[src/rtl/seq_hex_divider.sv]
// Sequential restoring divider (DVD_W-bit dividend / DVS_W-bit divisor), one quotient bit per clock,
// with start/busy/done handshake. Define SEVEN_SEG_EN to build the HEX0..HEX2 glyph decoders.

module seq_hex_divider_seg7 (
  input  logic [3:0] nibble,
  output logic [6:0] seg
);
  // Active-low segments, bit order g..a.
  always_comb begin
    unique case (nibble)
      4'h0: seg = 7'h40;
      4'h1: seg = 7'h79;
      4'h2: seg = 7'h24;
      4'h3: seg = 7'h30;
      4'h4: seg = 7'h19;
      4'h5: seg = 7'h12;
      4'h6: seg = 7'h02;
      4'h7: seg = 7'h78;
      4'h8: seg = 7'h00;
      4'h9: seg = 7'h10;
      4'hA: seg = 7'h08;
      4'hB: seg = 7'h03;
      4'hC: seg = 7'h46;
      4'hD: seg = 7'h21;
      4'hE: seg = 7'h06;
      default: seg = 7'h0E;
    endcase
  end
endmodule

module seq_hex_divider #(
  parameter int DVD_W = 8,
  parameter int DVS_W = 4
) (
  input  logic             CLOCK_50,
  input  logic             RST,
  input  logic             start,
  input  logic [DVD_W-1:0] dividend,
  input  logic [DVS_W-1:0] divisor,
  output logic [DVD_W-1:0] quotient,
  output logic [DVS_W-1:0] remainder,
  output logic             busy,
  output logic             done,
  output logic             dbz,
  output logic [6:0]       HEX0,
  output logic [6:0]       HEX1,
  output logic [6:0]       HEX2
);

  localparam int CNT_W = (DVD_W > 2) ? $clog2(DVD_W) : 1;

  generate
    if (DVD_W < 2 || DVD_W > 8) begin : g_bad_dvd
      $error("seq_hex_divider: DVD_W must be 2..8");
    end
    if (DVS_W < 1 || DVS_W > 4) begin : g_bad_dvs
      $error("seq_hex_divider: DVS_W must be 1..4");
    end
  endgenerate

  typedef enum logic [1:0] {
    S_IDLE = 2'd0,
    S_CALC = 2'd1,
    S_DONE = 2'd2
  } state_t;

  state_t state, state_nxt;

  logic [DVD_W-1:0] sreg;
  logic [DVS_W-1:0] dvs;
  logic [DVS_W-1:0] prem;
  logic [CNT_W-1:0] cnt;

  logic [DVS_W:0]   prem_shift;
  logic             ge;
  logic [DVS_W-1:0] prem_nxt;
  logic [DVD_W-1:0] sreg_nxt;
  logic             last_iter;

  // Partial remainder is widened by one bit so the compare against the divisor never overflows.
  always_comb begin
    prem_shift = {prem, sreg[DVD_W-1]};
    ge         = (prem_shift >= {1'b0, dvs});
    prem_nxt   = ge ? DVS_W'(prem_shift - {1'b0, dvs}) : prem_shift[DVS_W-1:0];
    sreg_nxt   = {sreg[DVD_W-2:0], ge};
    last_iter  = (cnt == CNT_W'(DVD_W - 1));
  end

  // NOTE: state registers use non-blocking assignments so every flop samples pre-edge values.
  always_ff @(posedge CLOCK_50 or posedge RST) begin
    if (RST) state <= S_IDLE;
    else     state <= state_nxt;
  end

  // NOTE: next-state is defaulted first so no path through the case leaves it unassigned (no latch).
  always_comb begin
    state_nxt = state;
    unique case (state)
      S_IDLE:  if (start) state_nxt = S_CALC;
      S_CALC:  if (last_iter) state_nxt = S_DONE;
      S_DONE:  state_nxt = S_IDLE;
      default: state_nxt = S_IDLE;
    endcase
  end

  assign busy = (state == S_CALC);
  assign done = (state == S_DONE);

  always_ff @(posedge CLOCK_50 or posedge RST) begin
    if (RST) begin
      sreg      <= '0;
      dvs       <= '0;
      prem      <= '0;
      cnt       <= '0;
      quotient  <= '0;
      remainder <= '0;
      dbz       <= 1'b0;
    end else begin
      unique case (state)
        S_IDLE: begin
          if (start) begin
            sreg <= dividend;
            dvs  <= divisor;
            prem <= '0;
            cnt  <= '0;
          end
        end
        S_CALC: begin
          sreg <= sreg_nxt;
          prem <= prem_nxt;
          cnt  <= cnt + CNT_W'(1);
          // Results land on the final iteration edge, i.e. on entry to DONE.
          if (last_iter) begin
            if (dvs == '0) begin
              quotient  <= '1;
              remainder <= '1;
              dbz       <= 1'b1;
            end else begin
              quotient  <= sreg_nxt;
              remainder <= prem_nxt;
              dbz       <= 1'b0;
            end
          end
        end
        default: ;
      endcase
    end
  end

`ifdef SEVEN_SEG_EN
  logic [7:0] q_ext;
  logic [3:0] r_ext;

  assign q_ext = 8'(quotient);
  assign r_ext = 4'(remainder);

  seq_hex_divider_seg7 u_hex0 (.nibble(q_ext[3:0]), .seg(HEX0));
  seq_hex_divider_seg7 u_hex1 (.nibble(q_ext[7:4]), .seg(HEX1));
  seq_hex_divider_seg7 u_hex2 (.nibble(r_ext),      .seg(HEX2));
`else
  assign HEX0 = 7'h7F;
  assign HEX1 = 7'h7F;
  assign HEX2 = 7'h7F;
`endif

endmodule

[config.mk]
export PLATFORM = sky130hd
export DESIGN_NAME = seq_hex_divider
export DESIGN_NICKNAME = d
export VERILOG_FILES = /design/src/rtl/seq_hex_divider.sv
export SDC_FILE = /design/constraint.sdc
export NUM_CORES = 1
export LEC_CHECK = 0
export CORE_MARGIN = 2
export CORE_UTILIZATION = 55
export CTS_CLUSTER_DIAMETER = 60
export DETAILED_ROUTE_END_ITERATION = 7
export DONT_BUFFER_PORTS = 1
export GPL_ROUTABILITY_DRIVEN = 0
export HOLD_SLACK_MARGIN = 0.12
export PLACE_DENSITY_LB_ADDON = 0.08
export SYNTH_ARGS = -nofsm -noshare
export SYNTH_HDL_FRONTEND = slang
export SYNTH_SLANG_ARGS = --single-unit
export TNS_END_PERCENT = 20
[constraint.sdc]
create_clock -name CLOCK_50 -period 2.6 [get_ports CLOCK_50]
set_input_delay 0.52 -clock CLOCK_50 [delete_from_list [all_inputs] [get_ports CLOCK_50]]
set_output_delay 0.52 -clock CLOCK_50 [all_outputs]
set_load 0.03 [all_outputs]
==> impl_metrics.json, run 1 <==
{
  "p_leak_uw": 0.0008449,
  "relSlewSlack_pct": 58.48,
  "netlist_instances": 193,
  "syn_to_final_growth_pct": 4.028,
  "drt_iter0_drc": 132,
  "die_area_um2": 3750,
  "drt-total-wl_um": 3554,
  "grt_pass1_wl_um": 6106,
  "drv_cap": 0,
  "min_period_ns": 1.986,
  "seqPwrFrac_pct": 40.1,
  "p_switching_uw": 1349,
  "cp_cell_sequence": "ha_1 -> ha_1 -> and3b_1 -> nand2_2 -> a211oi_1 -> a311oi_1",
  "critPathMaxFanout": 16,
  "grt_max_degree": 25,
  "fillers": 282,
  "synth_top_area_share_pct": 47.22,
  "synth_common_cells": "34 x dfrtp_1, 28 x nand2_1, 21 x buf_4, 21 x nor2_1, 10 x o21ai_0",
  "ys_seq_area_share_pct": 47.22,
  "nets": 217,
  "gr-usage-met1_pct": 31.53,
  "worst_slew_pin_slew_ns": 0.6215,
  "cts_hold_buffers": 1,
  "finalPower_uw": 2926,
  "diodes": 0,
  "synth_edf_count": 0,
  "async_flop_share_pct": 100.0,
  "p_clk_share_pct": 16.8,
  "r2r_cells": 6,
  "synth_top_area_cell": "dfrtp_1",
  "max-vdd-ir-drop_mv": 0.6186,
  "die_h_um": 61.24,
  "vias": 1323,
  "clk-insertion-delay-late_ns": 0.35,
  "antenna_found_initial": 0,
  "post_cts_buffers": 0,
  "slew_viol_final": 0,
  "setup_tns_ns": 0,
  "status": "finished, final reports clean",
  "p_int_uw": 1577,
  "synth_compound_area_share_pct": 16.88,
  "fin_skew_ns": 0.01235,
  "cp.buffers_inverters": 0,
  "dp_hpwl_um": 2577,
  "syn-cell-area_um2": 1802,
  "grt-ovfl-total": 0,
  "wl_per_cell_um": 14.81,
  "htree_levels": 2,
  "power_density_nw_per_um2": 1561,
  "fin_area_um2": 1874,
  "use_met3_pct": 8.403,
  "worstSetupPathType": "flip-flop to flip-flop",
  "endpoint_kind": "flip-flop",
  "hold_viol": 0,
  "synth_xor_area_share_pct": 0.4861,
  "start_util_pct": 58.54,
  "setup_viol": 0,
  "final_layout_size_suffix_gt1_share_pct": 8.673,
  "slowest_delay_ns": 0.53,
  "max_freq_ghz": 0.5035,
  "worstSetupPathDepth": 6,
  "synth_seq_cells": 34,
  "synth_fa_ha_area_share_pct": 5.278,
  "startpoint_type": "flip-flop",
  "pin_count": 51,
  "yosys-top-cells-area": "dfrtp_1 47%, buf_4 8.8%, nand2_1 5.8%, nor2_1 4.4%, ha_1 4.2%",
  "die_x_um": 61.24,
  "muxShareOfSynthArea_pct": 0,
  "cp_common_cell": "ha_1",
  "core_um2": 3078,
  "met2_usage_pct": 33.13,
  "fin_crit_sh_pct": 76.39,
  "busiest_layer": "met2",
  "via_per_inst": 5.513,
  "first_pass_iters": 4,
  "ant_nets": 0,
  "cts_made_buffers": 5,
  "synth.most_common_cell": "dfrtp_1",
  "grt.total_usage_pct": 22.60,
  "critPathTopFamily": "simple AND/OR/NAND/NOR gates",
  "power_frac_comb_pct": 43.1,
  "synth.distinct_cells": 39,
  "cts_root_buf": "clkbuf_4",
  "numPortBuffers": 0,
  "cts.clk_slew.worst_paths_ns": 0.12,
  "switching_share_pct": 46.10,
  "crit_required_ns": 2.82,
  "rows": 20,
  "hold_class": "input port to flip-flop",
  "final_util_pct": 60.89,
  "grt_pass1_vias": 1249,
  "synthSimpleGateAreaFrac_pct": 17.15,
  "cts_tree": "done",
  "clock_sinks": 34,
  "rsz0062_at_grt": "false",
  "synth_top_family_by_area": "simple AND/OR/NAND/NOR gates",
  "avgSynthCellArea_um2": 9.335,
  "arrival_ns": 2.21,
  "synth-main-ff-cell": "dfrtp_1",
  "post-route-drc-count": 0,
  "hold_path_depth": 2,
  "slowest_stage": "and3b_1",
  "dpl_cell_area_um2": 1758,
  "post_cts_resized": 0,
  "clockBufferDepth": 2,
  "yosys_warnings": 0
}
==> layer usage <==
| layer | share of wire, % | vias to the layer above | routed length [um] |
|---|---|---|---|
| met2 | 44 | 72 | 1580 |
| met4 | 1.3 | 0 | 46 |
| met3 | 8.9 | 8 | 317 |
| met1 | 45 | 617 | 1609 |
| met5 | 0 | - | 0 |
| li1 | - | 626 | - |
==> worst paths after layout <==
check	start	end	slack (ns)
max in group asynchronous	RST	dvs[0]$_DFFE_PP0P_	1.30
worst min register to register	sreg[1]$_DFFE_PP0P_	quotient[2]$_DFFE_PP0P_	0.53
worst min-delay path	divisor[0]	dvs[0]$_DFFE_PP0P_	0.29
worst max-delay path	cnt[0]$_DFFE_PP0P_	remainder[2]$_DFFE_PP0P_	0.61
min in group asynchronous	RST	quotient[2]$_DFFE_PP0P_	0.63
worst max register to register	cnt[0]$_DFFE_PP0P_	remainder[2]$_DFFE_PP0P_	0.61
==> kinds of logic (layout without fill, tap and decap cells) <==
group           Yosys count  after routing
simple gates             67             67
compound gates           45             45
other cells               1             21
fa+ha+maj                 7              7
buf+inv                  38             21
xor+xnor                  1              1
flops                    34             34
==> placed cells by master, fill, tap and decap left out, drive strengths merged, types with 2 or more instances in the layout <==
cell type,count
a31oi,7
o21ai,12
nand2,29
buf,3
nor2,21
bufinv,2
or4,2
clkinv,2
o31ai,2
dfrtp,34
nand3,5
a311oi,2
clkbuf,5
o21a,2
ha,6
o211ai,2
conb,21
a21oi,6
inv,8
a211oi,2
o22a,7
nor2b,2
==> area by class of cell <==
type | count | area [um2] | area share, %
multi-input cells | 141 | 795.8 | 42.46
well taps | 44 | 55.05 | 2.937
flip-flops and latches | 34 | 850.8 | 45.39
repair buffers | 4 | 32.53 | 1.736
inverters | 9 | 33.78 | 1.802
clock inverters | 3 | 68.82 | 3.672
clock buffers | 5 | 37.54 | 2.003
==> sequential cells by signal, indices dropped and copies added (netlist names) <==
| signal | cells |
|---|---|
| dvs | 4 |
| prem | 4 |
| quotient | 8 |
| cnt | 3 |
| remainder | 4 |
| sreg | 8 |
| dbz | 1 |
| state | 2 |
==> through the flow <==
step,instances,hold WS [ns],setup WS (ns)
after global routing,240,0.2756,0.4056
after floorplan,213,0.4677,0.9085
final,240,0.2866,0.6137
after global placement,231,0.4394,0.7328
after detailed placement,231,0.4461,0.5669
after CTS,240,0.2796,0.5706
==> power by group through the flow <==
stage | clock network (uW) | registers, uW | logic (uW)
2_1_floorplan | 0 | 1120 | 1060
3_3_place_gp | 0 | 1170 | 1210
3_5_place_dp | 0 | 1190 | 1240
4_1_cts | 498 | 1170 | 1260
5_1_grt | 533 | 1210 | 1440
6_report | 493 | 1170 | 1260
Power figures use the tool's default switching activity.
==> run 2: changes to the inputs <==
- ABC_AREA: default -> 1
- clock period: 2.6 -> 1.7 ns (I/O delays scaled with it)
==> impl_metrics.json, run 2 <==
{
  "syn_to_final_growth_pct": 5.555,
  "holdCritStartpoint": "divisor[0]",
  "drt-total-wl_um": 3300,
  "synth_top_area_cell": "dfrtp_1",
  "ys_seq_area_share_pct": 45.52,
  "r2r_cells": 9,
  "clock_sinks": 34,
  "synth_xor_area_share_pct": 0.4685,
  "rsz0062_at_grt": "true",
  "yosys-top-cells-area": "dfrtp_1 46%, buf_4 8.8%, nand2_1 6.0%, inv_1 5.0%, a211oi_2 4.7%",
  "core_um2": 3311,
  "crit_required_ns": 1.36,
  "fin_hold_ws_ns": 0.1564,
  "vias": 1274,
  "die_h_um": 62.30,
  "final_layout_size_suffix_gt1_share_pct": 18.40,
  "grt-ovfl-total": 0,
  "synth_fa_ha_area_share_pct": 5.087,
  "first_pass_iters": 4,
  "rows": 21,
  "synth-main-ff-cell": "dfrtp_1",
  "worstSetupPathType": "flip-flop to output pin",
  "async_flop_share_pct": 100.0,
  "nets": 234,
  "grt_max_degree": 35,
  "max-vdd-ir-drop_mv": 1.022,
  "drv_cap": 0,
  "diodes": 0,
  "hold_path_depth": 1,
  "dpl.cell_count": 247,
  "pre_cts_ws_ns": -0.001948,
  "via_per_inst": 4.938,
  "hold_viol": 0,
  "startpoint_type": "flip-flop",
  "drt_iter0_drc": 58,
  "cts_root_buf": "clkbuf_4",
  "whs_endpoint": "dvs[0]$_DFFE_PP0P_",
  "layout.area.seq_um2": 850.8,
  "regToRegEndpoint": "remainder[2]$_DFFE_PP0P_",
  "final_common_cell": "dfrtp_1",
  "synth_top_family_by_area": "simple AND/OR/NAND/NOR gates",
  "timing.rr.start": "sreg[7]$_DFFE_PP0P_",
  "htree_levels": 2,
  "power_density_nw_per_um2": 2271,
  "endpoint_kind": "output pin",
  "post-route-drc-count": 0,
  "reg2reg_slack_ns": 0.12,
  "synth_common_cells": "34 x dfrtp_1, 30 x nand2_1, 25 x inv_1",
  "critPathMaxFanout": 16,
  "reg.largest.list": "quotient: 8 flops, sreg: 8 flops",
  "setup_tns_ns": 0,
  "muxShareOfSynthArea_pct": 0.6024,
  "dp_hpwl_um": 2363,
  "synthSimpleGateAreaFrac_pct": 19.48,
  "startpoint": "state[1]$_DFFE_PP0P_",
  "wl_per_cell_um": 12.79,
  "die_x_um": 62.30,
  "start_util_pct": 56.46,
  "fin_crit_sh_pct": 93.81,
  "grt_pass1_wl_um": 5554,
  "cts_made_buffers": 5,
  "layout.cells.non_filler": 258,
  "clockBufferDepth": 2,
  "avgSynthCellArea_um2": 9.254,
  "setup_ws_ns": 0.1053,
  "die_area_um2": 3881,
  "setup_viol": 0,
  "yosys_warnings": 0,
  "max_freq_ghz": 0.6271,
  "numPortBuffers": 0,
  "synth.most_common_cell": "dfrtp_1",
  "slew_viol_final": 0,
  "status": "finished, final reports clean",
  "arrival_ns": 1.25,
  "ant_nets": 0,
  "layout_common_cells": "34 x dfrtp_1, 30 x nand2_1, 25 x inv_1",
  "min_period_ns": 1.595,
  "cts_tree": "done",
  "p_leak_uw": 0.001001,
  "netlist_instances": 202,
  "multi_input_area_um2": 799.5,
  "fin_skew_ns": 0.008832,
  "grt.total_usage_pct": 18.35,
  "antenna_found_initial": 0,
  "synth_top_area_share_pct": 45.52,
  "synth_seq_cells": 34,
  "synth_edf_count": 0,
  "cts.clk_slew.worst_paths_ns": 0.10,
  "grt_pass1_vias": 1218,
  "synth.distinct_cells": 28,
  "syn-cell-area_um2": 1869,
  "pin_count": 51,
  "hold_class": "input port to flip-flop",
  "fillers": 305,
  "clk-insertion-delay-late_ns": 0.33,
  "synth_compound_area_share_pct": 11.91
}
run 2: layout make-up:
| cell class | count | area share (%) |
|---|---|---|
| Timing Repair Buffer | 10 | 3.932 |
| Inverter | 27 | 5.390 |
| Tap cell | 46 | 2.917 |
| Clock buffer | 6 | 2.600 |
| Sequential cell | 34 | 43.12 |
| Clock inverter | 1 | 1.522 |
| Multi-Input combinational cell | 134 | 40.52 |
run 2: worst max path at each step:
stage	to	depth (start not counted)	slack, ns
final	busy	4	0.11
after detailed placement	quotient[0]$_DFFE_PP0P_	8	-0.002
after CTS	busy	4	0.05
after global placement	quotient[0]$_DFFE_PP0P_	8	0.06
after global routing	remainder[3]$_DFFE_PP0P_	12	-0.01
after floorplan	remainder[2]$_DFFE_PP0P_	9	0.20
run 2: per-stage QoR:
step	area [um2]	utilization [%]	power [uW]
finish	1973	59.60	4481
global route	1973	59.60	4865
CTS	1931	58.31	4403
detailed placement	1838	55.52	3792
global placement	1838	55.52	3759
floorplan	1944	-	3473
run 2: what timing repair did:
action,4_1_cts,5_1_grt
gates cloned,0,0
hold endpoints to repair,34,0
hold buffers,1,0
setup buffers,0,3
pin swaps,0,2
gates resized for setup,1,3
setup endpoints to repair,5,10
run 2: logic make-up after synthesis:
family,count (synthesis)
multiplexers,1
other,1
XOR/XNOR,1
flip-flops,34
AND/OR/NAND/NOR,78
adder cells (fa/ha/maj),7
AO/OA/AOI/OAI,26
buffers and inverters,54
run 2: where the power goes:
part / internal (uW) / switching, uW
clock: 342 / 257
sequential: 1190 / 542
combinational: 861 / 1280
total: 2400 / 2080
run 2: worst max-delay path, stage by stage (launching register included):
cell	delay, ns
dfrtp_1	0.40
inv_1	0.09
nand2_2	0.07
buf_4	0.20
inv_6	0.17
run 2: metal layers:
metal | wire (um) | vias to the layer above | global-route usage [%]
li1 | - | 624 | -
met1 | 1519 | 603 | 22.97
met2 | 1552 | 41 | 30.57
met3 | 187 | 6 | 4.529
met4 | 41 | 0 | 7.500
met5 | 0 | - | 0
